--- src/rtl/alu_mc.sv ---
// alu_mc: parameterised multi-cycle ALU for the MIPS datapath.
// Single-cycle ops (AND/OR/ADD/XOR/SUB/SLTU/SLT/NOR) complete one clock after
// start. MUL (shift-add), DIVU and REMU (restoring division) run WIDTH
// iterations under busy. All results and flags are registered and change
// only on a done cycle.
// Ports:
//   clk, reset        rising-edge clock, synchronous active-high reset
//   start             operation request, sampled only while idle
//   alu_control[3:0]  opcode, captured with start
//   srcA, srcB        operands, captured with start
//   busy              multi-cycle operation in progress
//   done              one-cycle pulse, result/flags updated this cycle
//   alu_out           registered result
//   zero/carry/overflow/div_zero_flag  registered status flags
module alu_mc #(
  parameter int WIDTH = 32
) (
  input  logic             clk,
  input  logic             reset,
  input  logic             start,
  input  logic [3:0]       alu_control,
  input  logic [WIDTH-1:0] srcA,
  input  logic [WIDTH-1:0] srcB,
  output logic             busy,
  output logic             done,
  output logic [WIDTH-1:0] alu_out,
  output logic             zero_flag,
  output logic             carry_flag,
  output logic             overflow_flag,
  output logic             div_zero_flag
);
  localparam int CW = $clog2(WIDTH + 1);

  localparam logic [3:0] OP_AND = 4'b0000, OP_OR   = 4'b0001, OP_ADD  = 4'b0010,
                         OP_XOR = 4'b0011, OP_SUB  = 4'b0100, OP_MUL  = 4'b0101,
                         OP_SLTU= 4'b0110, OP_SLT  = 4'b0111, OP_DIVU = 4'b1000,
                         OP_REMU= 4'b1001, OP_NOR  = 4'b1010;

  typedef enum logic {S_IDLE, S_RUN} state_t;
  state_t r_state, w_state_nxt;

  logic [3:0]       r_op;
  logic [CW-1:0]    r_cnt;
  logic [WIDTH-1:0] r_a;    // MUL: multiplicand; DIV: dividend shifting into quotient
  logic [WIDTH-1:0] r_b;    // MUL: multiplier;   DIV: divisor
  logic [WIDTH-1:0] r_acc;  // MUL: product;      DIV: partial remainder
  logic             r_done;
  logic [WIDTH-1:0] r_out;
  logic             r_z, r_c, r_v, r_dz;

  logic w_multi, w_accept, w_last;
  assign w_multi  = (alu_control == OP_MUL) || (alu_control == OP_DIVU) ||
                    (alu_control == OP_REMU);
  assign w_accept = (r_state == S_IDLE) && start;
  assign w_last   = (r_state == S_RUN) && (r_cnt == CW'(1));

  // State register
  always_ff @(posedge clk) begin
    if (reset) r_state <= S_IDLE;
    else       r_state <= w_state_nxt;
  end

  // Next state
  always_comb begin
    w_state_nxt = r_state;
    case (r_state)
      S_IDLE: if (start && w_multi) w_state_nxt = S_RUN;
      S_RUN:  if (r_cnt == CW'(1))  w_state_nxt = S_IDLE;
      default: w_state_nxt = S_IDLE;
    endcase
  end

  // Single-cycle datapath; ADD/SUB at WIDTH+1 bits so bit WIDTH is carry/borrow
  logic [WIDTH:0]   w_sum, w_dif;
  logic [WIDTH-1:0] w_sc_res;
  logic             w_sc_c, w_sc_v;
  assign w_sum = {1'b0, srcA} + {1'b0, srcB};
  assign w_dif = {1'b0, srcA} - {1'b0, srcB};

  always_comb begin
    w_sc_res = '0;
    w_sc_c   = 1'b0;
    w_sc_v   = 1'b0;
    case (alu_control)
      OP_AND:  w_sc_res = srcA & srcB;
      OP_OR:   w_sc_res = srcA | srcB;
      OP_XOR:  w_sc_res = srcA ^ srcB;
      OP_NOR:  w_sc_res = ~(srcA | srcB);
      OP_ADD: begin
        w_sc_res = w_sum[WIDTH-1:0];
        w_sc_c   = w_sum[WIDTH];
        w_sc_v   = (srcA[WIDTH-1] == srcB[WIDTH-1]) && (w_sum[WIDTH-1] != srcA[WIDTH-1]);
      end
      OP_SUB: begin
        w_sc_res = w_dif[WIDTH-1:0];
        w_sc_c   = w_dif[WIDTH];
        w_sc_v   = (srcA[WIDTH-1] != srcB[WIDTH-1]) && (w_dif[WIDTH-1] != srcA[WIDTH-1]);
      end
      OP_SLTU: w_sc_res = (srcA < srcB) ? '1 : '0;
      OP_SLT:  w_sc_res = ($signed(srcA) < $signed(srcB)) ? '1 : '0;
      default: w_sc_res = '0;
    endcase
  end

  // One iteration of shift-add multiply
  logic [WIDTH-1:0] w_mul_acc;
  assign w_mul_acc = r_acc + (r_b[0] ? r_a : '0);

  // One iteration of restoring division: shift next dividend bit into the
  // remainder, subtract divisor, keep the difference if it did not borrow.
  // A zero divisor never borrows, giving quotient all-ones and remainder = srcA.
  logic [WIDTH:0]   w_shift, w_trial;
  logic             w_ge;
  logic [WIDTH-1:0] w_rem_nxt, w_quo_nxt;
  assign w_shift   = {r_acc, r_a[WIDTH-1]};
  assign w_trial   = w_shift - {1'b0, r_b};
  assign w_ge      = ~w_trial[WIDTH];
  assign w_rem_nxt = w_ge ? w_trial[WIDTH-1:0] : w_shift[WIDTH-1:0];
  assign w_quo_nxt = {r_a[WIDTH-2:0], w_ge};

  logic [WIDTH-1:0] w_mc_res;
  always_comb begin
    w_mc_res = '0;
    case (r_op)
      OP_MUL:  w_mc_res = w_mul_acc;
      OP_DIVU: w_mc_res = w_quo_nxt;
      OP_REMU: w_mc_res = w_rem_nxt;
      default: w_mc_res = '0;
    endcase
  end

  always_ff @(posedge clk) begin
    if (reset) begin
      r_op   <= '0;
      r_cnt  <= '0;
      r_a    <= '0;
      r_b    <= '0;
      r_acc  <= '0;
      r_done <= 1'b0;
      r_out  <= '0;
      r_z    <= 1'b0;
      r_c    <= 1'b0;
      r_v    <= 1'b0;
      r_dz   <= 1'b0;
    end else begin
      r_done <= 1'b0;
      if (w_accept && !w_multi) begin
        r_out  <= w_sc_res;
        r_z    <= (w_sc_res == '0);
        r_c    <= w_sc_c;
        r_v    <= w_sc_v;
        r_dz   <= 1'b0;
        r_done <= 1'b1;
      end else if (w_accept) begin
        r_op  <= alu_control;
        r_cnt <= CW'(WIDTH);
        r_a   <= srcA;
        r_b   <= srcB;
        r_acc <= '0;
      end else if (r_state == S_RUN) begin
        r_cnt <= r_cnt - CW'(1);
        if (r_op == OP_MUL) begin
          r_acc <= w_mul_acc;
          r_a   <= r_a << 1;
          r_b   <= r_b >> 1;
        end else begin
          r_acc <= w_rem_nxt;
          r_a   <= w_quo_nxt;
        end
        if (w_last) begin
          r_out  <= w_mc_res;
          r_z    <= (w_mc_res == '0);
          r_c    <= 1'b0;
          r_v    <= 1'b0;
          r_dz   <= (r_op != OP_MUL) && (r_b == '0);
          r_done <= 1'b1;
        end
      end
    end
  end

  assign busy          = (r_state == S_RUN);
  assign done          = r_done;
  assign alu_out       = r_out;
  assign zero_flag     = r_z;
  assign carry_flag    = r_c;
  assign overflow_flag = r_v;
  assign div_zero_flag = r_dz;
endmodule
--- config.mk ---
export PLATFORM = sky130hd
export DESIGN_NAME = alu_mc
export DESIGN_NICKNAME = d
export VERILOG_FILES = /design/src/rtl/alu_mc.sv
export SDC_FILE = /design/constraint.sdc
export NUM_CORES = 1
export LEC_CHECK = 0
export CELL_PAD_IN_SITES_DETAIL_PLACEMENT = 1
export CELL_PAD_IN_SITES_GLOBAL_PLACEMENT = 2
export CORE_UTILIZATION = 25
export DETAILED_ROUTE_END_ITERATION = 16
export PLACE_DENSITY = 0.7
export SLEW_MARGIN = 25
export SYNTH_ARGS = -nofsm -noshare
export SYNTH_HDL_FRONTEND = slang
export SYNTH_SLANG_ARGS = --single-unit
--- constraint.sdc ---
create_clock -name clk -period 4.1 [get_ports clk]
set_clock_uncertainty 0.15 [all_clocks]
set_input_delay 0.41 -clock clk [delete_from_list [all_inputs] [get_ports clk]]
set_output_delay 0.41 -clock clk [all_outputs]
set_load 0.03 [all_outputs]
Word level (Yosys, flattened, before mapping). Index checks and enable logic that the tools add are counted.

Register bits: 144. Input port bits: 71. Logic and storage cells: 110.

Add/subtract/negate cells: 5. $lt $le $gt $ge: 2. Equal/unequal tests: 20. Mux-type cells: 39. Bitwise gates (word level): 8. Reduce and logical (&&, ||, !) cells: 24.

Operators by type and width (number): $mux 32 (16); $pmux 32 s8 (1); $logic_not 32->1 (3); $pmux 32 s3 (1); $lt 32x32->1 (2); $add 32x32->33 (1); $sub 32x32->33 (1); $sub 33x32->33 (1); $add 32x32->32 (1); $and 32x32->32 (1); $not 32->32 (1); $or 32x32->32 (1); $xor 32x32->32 (1); $eq 4x3->1 const B (5); $eq 4x4->1 const B (5); $mux 1 (16); $mux 6 (2); $reduce_and 3->1 (3); $eq 4x2->1 const B (2); $reduce_bool 2->1 (4); $logic_and 1x1->1 (7); $eq 6x1->1 const B (1); $pmux 1 s2 (3); $sub 6x1->6 const B (1); 11 further kinds (18).

Depth between registers and ports, before layout. Gate-level depths: netlist of run 1.

Depth in word-level cells: 8. Gate-level depth with buffers: 17.

Least setup slack after synthesis of run 1. Ideal clock, no wire load.

Kind: reg-to-reg. Start point: register r_b[0]. End point: register r_z (netlist: zero_flag). Arrival time: 3.977 ns. Slack: -0.086 ns. Stages on the path, launching flop included: 16. Buffers on the path: 1. Clock period less this slack: 4.186 ns. Path through: dfxtp_1 clkbuf_1 and2_1 ha_1 and2_1 a221o_1 a221o_1 a221o_1 a31oi_2 o31ai_1 xor2_1 a221oi_1 nand4_1 or4_1 nor4_1 o31a_1.

Cells in the longest elaborated chain, start to end: 8. Elaborated cells between the ends (all ways): 11.

RTL lines: start: declaration (RTL line 45) `logic [WIDTH-1:0] r_b;`; start signal: assignment (RTL line 158) `r_b <= srcB;`; start signal: assignment (RTL line 165) `r_b <= r_b >> 1;`; $sub 33x32->33 or $mux 32 (tied branches) (RTL line 116, 107); $mux 32 (tied with other cells) (RTL line 118) `assign w_rem_nxt = w_ge ? w_trial[WIDTH-1:0] : w_shift[WIDTH-1:0];`; $pmux 32 s3 * (RTL line 124) `case (r_op)`; $logic_not 32->1 * (RTL line 172) `r_z <= (w_mc_res == '0);`; $mux 1 * (RTL line 170) `if (w_last) begin`; $mux 1 * (RTL line 160) `end else if (r_state == S_RUN) begin`; $mux 1 * (RTL line 154) `end else if (w_accept) begin`; $mux 1 * (RTL line 147) `if (w_accept && !w_multi) begin`; end signal: assignment (RTL line 149) `r_z <= (w_sc_res == '0);`; end signal: assignment (RTL line 172); end: declaration (RTL line 49) `logic r_z, r_c, r_v, r_dz;`.

Mark *: on every way between the ends. The rest lies on a longest branch, timed or not. The select of a mux whose other input is x is not followed. A chain may end at the register's enable or synchronous reset.

Worst setup path after layout of run 1.
Start point: register r_a[31]. End point: register r_z (netlist: zero_flag).

Cells in the longest elaborated chain, start to end: 8. Elaborated cells between the ends (all ways): 11.

RTL lines: start: declaration (RTL line 44) `logic [WIDTH-1:0] r_a;`; start signal: assignment (RTL line 157) `r_a <= srcA;`; start signal: assignment (RTL line 164) `r_a <= r_a << 1;`; start signal: assignment (RTL line 168) `r_a <= w_quo_nxt;`; $sub 33x32->33 or $mux 32 (tied branches) (RTL line 116, 107); $mux 32 (tied with other cells) (RTL line 118); $pmux 32 s3 * (RTL line 124); $logic_not 32->1 * (RTL line 172); $mux 1 * (RTL line 170); $mux 1 * (RTL line 160); $mux 1 * (RTL line 154); $mux 1 * (RTL line 147).

Marks and branches as above.

==> results of run 1 <==
[Yosys cell counts (43+ instances only)]
| cell | n |
|---|---|
| a22oi_1 | 61 |
| ha_1 | 173 |
| a21o_1 | 43 |
| o21ai_0 | 127 |
| xnor2_1 | 50 |
| clkbuf_1 | 133 |
| nand2_1 | 224 |
| a21oi_1 | 277 |
| nor2_1 | 225 |
| dfxtp_1 | 144 |
| inv_1 | 163 |
| and2_1 | 44 |
| a211oi_1 | 64 |
| nor3_1 | 47 |
[worst max-delay path: stages, from the launching register on]
cell and delay (ps):
dfxtp_2 350, inv_2 60, ha_4 160, fa_2 360, nand2b_4 160, a21oi_4 130
o211ai_1 100, buf_4 180, a211oi_4 240, or4b_4 180, o211ai_4 130, buf_12 180
buf_6 110, buf_6 130, mux2i_2 170, a222oi_1 400, buf_4 210, nand4_1 120
or4_4 520, nor4_4 220, o31a_1 140
[layer usage]
metal  up-vias  wire length [µm]  GRT usage [%]
met5         -                 0              0
met4         0              2980           8.66
met3       129              3260           2.31
met2       546             47500           48.0
met1     11092             44200           35.5
li1      10428                 -              -
[state kept, by name, summed over array words and instances, names as in the netlist]
signal and count:
r_op 4, r_acc 32, busy 1, zero_flag 1
alu_out 32, carry_flag 1, r_b 32, div_zero_flag 1
overflow_flag 1, r_a 32, done 1, r_cnt 6
[cells by family after synthesis]
kind of cell               after synthesis  synth area share [%]
muxes                                   38                  2.33
DFF                                    144                  17.0
AOI/OAI and AO/OA                      888                  35.0
xor gates and xnor gates                70                  3.62
and+or+nand+nor                        768                  21.6
adders and majority gates              177                  13.3
buffers and inverters                  319                  7.20
[final timing paths]
| path | from | end | slack (ps) |
|---|---|---|---|
| worst min register to register | r_op[0] | r_op[0] | 360 |
| worst max register to register | r_a[31] | zero_flag | -360 |
| worst max-delay path | r_a[31] | zero_flag | -360 |
| worst min-delay path | srcA[9] | r_a[9] | 330 |
[stage by stage]
stage	std cells	hold slack (ps)
final	4096	333
after global routing	4096	366
after CTS	4073	350
after detailed placement	4008	322
after global placement	4008	320
after floorplan	2404	295
[where the power goes]
part / internal, mW / switching, mW
Sequential: 1.47 / 0.0686
Clock: 0.930 / 0.724
Combinational: 1.95 / 2.21
Total: 4.35 / 3.00
[layout make-up]
cell class / instances / area [µm²] / share of cell area, %
Clock buffer: 20 / 457 / 1.70
Sequential cell: 144 / 2900 / 10.8
Tap cell: 873 / 1090 / 4.08
Multi-Input combinational cell: 1941 / 14000 / 52.3
Clock inverter: 11 / 129 / 0.481
Inverter: 163 / 612 / 2.28
Timing Repair Buffer: 944 / 7600 / 28.4
[repair_timing]
| action | 4_1_cts | 5_1_grt |
|---|---|---|
| gates resized for setup | 172 | 112 |
| setup endpoints to repair | 44 | 28 |
| pin swaps | 66 | 59 |
| hold buffers | 0 | 0 |
| cloned | 1 | 0 |
| setup buffers | 35 | 21 |
==> results.yml, run 1 <==
synthesis:
  ys_ff_latch: 144
  synth.largest_area_cell: "dfxtp_1"
  synth_nets: 2652
  synthCells: 2404
  avgSynthCellArea_um2: 7.05
  synthArstFlopShare_pct: 0
  synth_top_area_share_pct: 17.0
  seq_area_frac_synth_pct: 17.0
  synthFlopType: "dfxtp_1"
  ys_types: 84
  yosysWarnings: 0
  synth_edf_count: 0
  yosys-top-cells-area: "dfxtp_1 (17%), ha_1 (13%), a21oi_1 (8.2%), nor2_1 (5.0%), nand2_1 (5.0%)"
  syn-cell-area_um2: 16900
status:
  status: "finished with violations"
  violations: "setup timing"
detailed_routing:
  wirelength_um: 98000
  route.vias.total: 22195
  avgRoutedWirePerCell_um: 23.9
  drtIter0Drc: 1618
  first_pass_iters: 7
  drc: 0
  vias_per_cell: 5.42
  antenna_left: 0
critical_path:
  path_class: "register to register"
  worstPathArrival_ps: 4720
  worst-path-max-fanout: 5
  worstRegToRegCells: 20
  end_kind: "register"
  startpoint_type: "register"
  cp.required_ps: 4360
sta:
  finalSetupTns_ps: -439
  fmax_ghz: 0.224
  setup_violations: 2
  setup_ws_ps: -363
  worst_slew_margin_rel_pct: 29.2
  finalCriticalPeriod_ps: 4460
  timing.final.crit_share_pct: 109
  rsz0062_at_grt: "yes"
  drv_slew: 0
  tightest_slew_ps: 1050
  hold_violations: 0
power:
  power.density_nw_per_um2: 274
  fin_total_pwr_mw: 7.35
  vdd_drop_max_uv: 274
  p_leak_nw: 12.0
grt:
  grt_remaining_overflow: 0
  antenna_found_initial: 3
  grt_pass1_wl_um: 145000
  grt.total_usage_pct: 27.5
  grt_start_max_net_pins: 76
  grt_pass1_vias: 23316
die:
  start_util_pct: 25.2
  dieArea_um2: 68800
  std_cell_rows: 95
  core_area_um2: 67200
  die_w_um: 262
  io_pins: 109
  chipHeight_um: 262
finish:
  drive_above_1_share_pct: 33.9
  final_cell_mix: "buf_4 (809), a21oi_1 (255), nand2_1 (222)"
  design_area_um2: 26800
  nets: 3459
  final_common_cell: "buf_4"
  syn2layout_area_growth_pct: 58.2
  utilization_pct: 39.9
  antenna_cells: 0
  nFillCells: 8234
run:
  maxCapViolCount: 0
min_path:
  hold_depth: 4
  holdCritPathClass: "input pin to register"
clock_network:
  clk_pin_slew_ps: 70
  htreeDepth: 4
  cts.sinks: 144
  cts-root-buf: "clkbuf_16"
  ctsLongestPathBuffers: 2
  clk_latency_ps: 460
  cts_tree: "done"
  cts_buffers: 17
placed_design:
  place_area_um2: 24500
  preCtsSetupSlack_ps: -1270
  gp_congestion: 0.934
  portBuffers: 108
  dp_hpwl_um: 79400
(Power assumes the default switching activity.)
==> inputs of run 2 (changes only) <==
--- a/config.mk
+++ b/config.mk
@@ -9,7 +9,9 @@
 export CELL_PAD_IN_SITES_GLOBAL_PLACEMENT = 2
 export CORE_UTILIZATION = 25
 export DETAILED_ROUTE_END_ITERATION = 16
-export PLACE_DENSITY = 0.7
+export HOLD_SLACK_MARGIN = 0.1
+export PLACE_DENSITY = 0.62
+export SETUP_SLACK_MARGIN = 0.02
 export SLEW_MARGIN = 25
 export SYNTH_ARGS = -nofsm -noshare
 export SYNTH_HDL_FRONTEND = slang
==> run 2 against run 1 <==
The flow still finishes with violations (setup timing). Combinational power about the same. First-iteration DRC count shrank 21%. Via count increased by 0.90%. Global-route usage grew 0.43 points. Sequential power about the same. Die area unchanged. Total power grew 1.3%. Register-to-register slack worse by 300 ps.
==> results.yml, run 2 (same netlist as run 1, synthesis figures left out) <==
clock_network:
  clk_pin_slew_ps: 70
  ctsLongestPathBuffers: 2
  cts.sinks: 144
  cts-root-buf: "clkbuf_16"
  hold_buffers: 0
  cts_tree: "done"
  cts_buffers: 17
  htreeDepth: 4
  clk_latency_ps: 450
critical_path:
  worstPathArrival_ps: 5010
  startpoint_type: "register"
  crit_chain: "inv_2 -> ha_4 -> o211ai_1 -> a21oi_4 -> o211ai_1 -> a211oi_2 -> or4b_4 -> o211ai_4 -> buf_12 -> mux2_4 -> a21o_1 -> or4_4 -> or4_4 -> nor4_2 -> buf_4 -> o31a_1"
  r2r_slack_ps: -670
  worst-path-max-fanout: 6
  worst-path-buf-inv: 3
  path_class: "register to register"
  worstReg2RegEnd: "zero_flag"
  slowest_stage: "or4b_4"
  worstRegToRegCells: 16
  path_delay_family: "simple AND/OR/NAND/NOR gates"
  r2r_start: "r_b[3]"
  end_kind: "register"
  slowest_delay_ps: 590
  cp.required_ps: 4340
sta:
  worst_slew_margin_rel_pct: 21.6
  hold_violations: 0
  timing.final.crit_share_pct: 116
  finalSetupTns_ps: -1310
  fmax_ghz: 0.210
  setup_ws_ps: -665
  finalCriticalPeriod_ps: 4770
  setup_violations: 5
  tightest_slew_ps: 1160
  drv_slew: 0
  rsz0062_at_grt: "yes"
  timing.hold.ws_ps: 305
finish:
  nets: 3495
  drive_above_1_share_pct: 34.2
  syn2layout_area_growth_pct: 59.2
  final_cell_count_no_fill: 4133
  antenna_cells: 0
  seq_area_um2: 2890
  design_area_um2: 27000
  multi_input_area_um2: 14000
  final_cell_mix: "buf_4 (840), a21oi_1 (261), nand2_1 (224)"
  nFillCells: 8194
  final_common_cell: "buf_4"
  utilization_pct: 40.1
detailed_routing:
  drc: 0
  route.vias.total: 22395
  vias_per_cell: 5.42
  wirelength_um: 99400
  antenna_left: 0
  avgRoutedWirePerCell_um: 24.0
  first_pass_iters: 5
  drtIter0Drc: 1284
placed_design:
  dp_cells: 4039
  portBuffers: 108
  preCtsSetupSlack_ps: -1270
  gp_congestion: 0.959
  place_area_um2: 24700
  dp_hpwl_um: 80000
die:
  core_area_um2: 67200
  start_util_pct: 25.2
  die_w_um: 262
  chipHeight_um: 262
  io_pins: 109
  std_cell_rows: 95
  dieArea_um2: 68800
grt:
  grt_pass1_vias: 23808
  grt_remaining_overflow: 0
  grt_pass1_wl_um: 147000
  top_usage_layer: "met2"
  grt_use_met3_pct: 2.70
  grt.total_usage_pct: 27.9
  use_met2_pct: 49.1
  antenna_found_initial: 0
  grt_start_max_net_pins: 79
  grtUsageMet1_pct: 35.4
min_path:
  holdCritPathClass: "input pin to register"
  hold_depth: 4
  min_from: "srcA[0]"
  whs_endpoint: "r_a[0]"
run:
  maxCapViolCount: 0
power:
  fin_total_pwr_mw: 7.44
  vdd_drop_max_uv: 235
  p_leak_nw: 12.1
  power.density_nw_per_um2: 276
status:
  status: "finished with violations"
  violations: "setup timing"
## run 2: cell types whose count changed in the layout (fill, tap and decap cells not counted), sizes merged
cell	before	now
buf	836	876
clkbuf	20	29
clkdlybuf4s50	90	81
dlygate4sd2	10	4
dlymetal6s2s	5	8
bufbuf	1	0
bufinv	2	3
clkdlybuf4s15	2	3
clkinv	4	3
## run 2: how the worst max path moves through the flow
| stage | start | endpoint | slack, ps | cells past startpoint |
|---|---|---|---|---|
| after floorplan | r_b[13] | zero_flag | 20 | 15 |
| after global placement | srcA[6] | zero_flag | -1160 | 17 |
| after detailed placement | srcA[4] | zero_flag | -1270 | 18 |
| after CTS | r_a[31] | zero_flag | -480 | 17 |
| after global routing | r_b[3] | zero_flag | -710 | 16 |
| final | r_b[3] | zero_flag | -670 | 16 |
## run 2: repair_timing
| item | in CTS | in global routing |
|---|---|---|
| pin swaps | 51 | 46 |
| endpoints found under the setup margin | 30 | 14 |
| setup buffers | 38 | 26 |
| resized for setup | 182 | 122 |
## run 2: layer usage
metal	wire length (µm)	vias to the layer above
met5	0	-
met4	3670	0
met3	3350	171
met2	48100	545
met1	44200	11194
li1	-	10485
## run 2: tightest hold or removal path: stages
cell and delay (ps):
clkbuf_2 120, buf_6 120, a22oi_1 70, a21oi_1 130
## run 2: cell type report
class                      instances  share of cell area (%)
sequential                       144                    10.7
inverter                         163                    2.27
multi-input combinational       1941                    51.8
tap                              873                    4.05
timing repair buffer             980                    28.9
clock inverter                    11                   0.571
clock buffer                      21                    1.71
## run 2: report_power, final
part	switching (mW)	internal (mW)
sequential	0.0656	1.47
clock	0.717	0.998
combinational	2.22	1.97
total	3.01	4.43
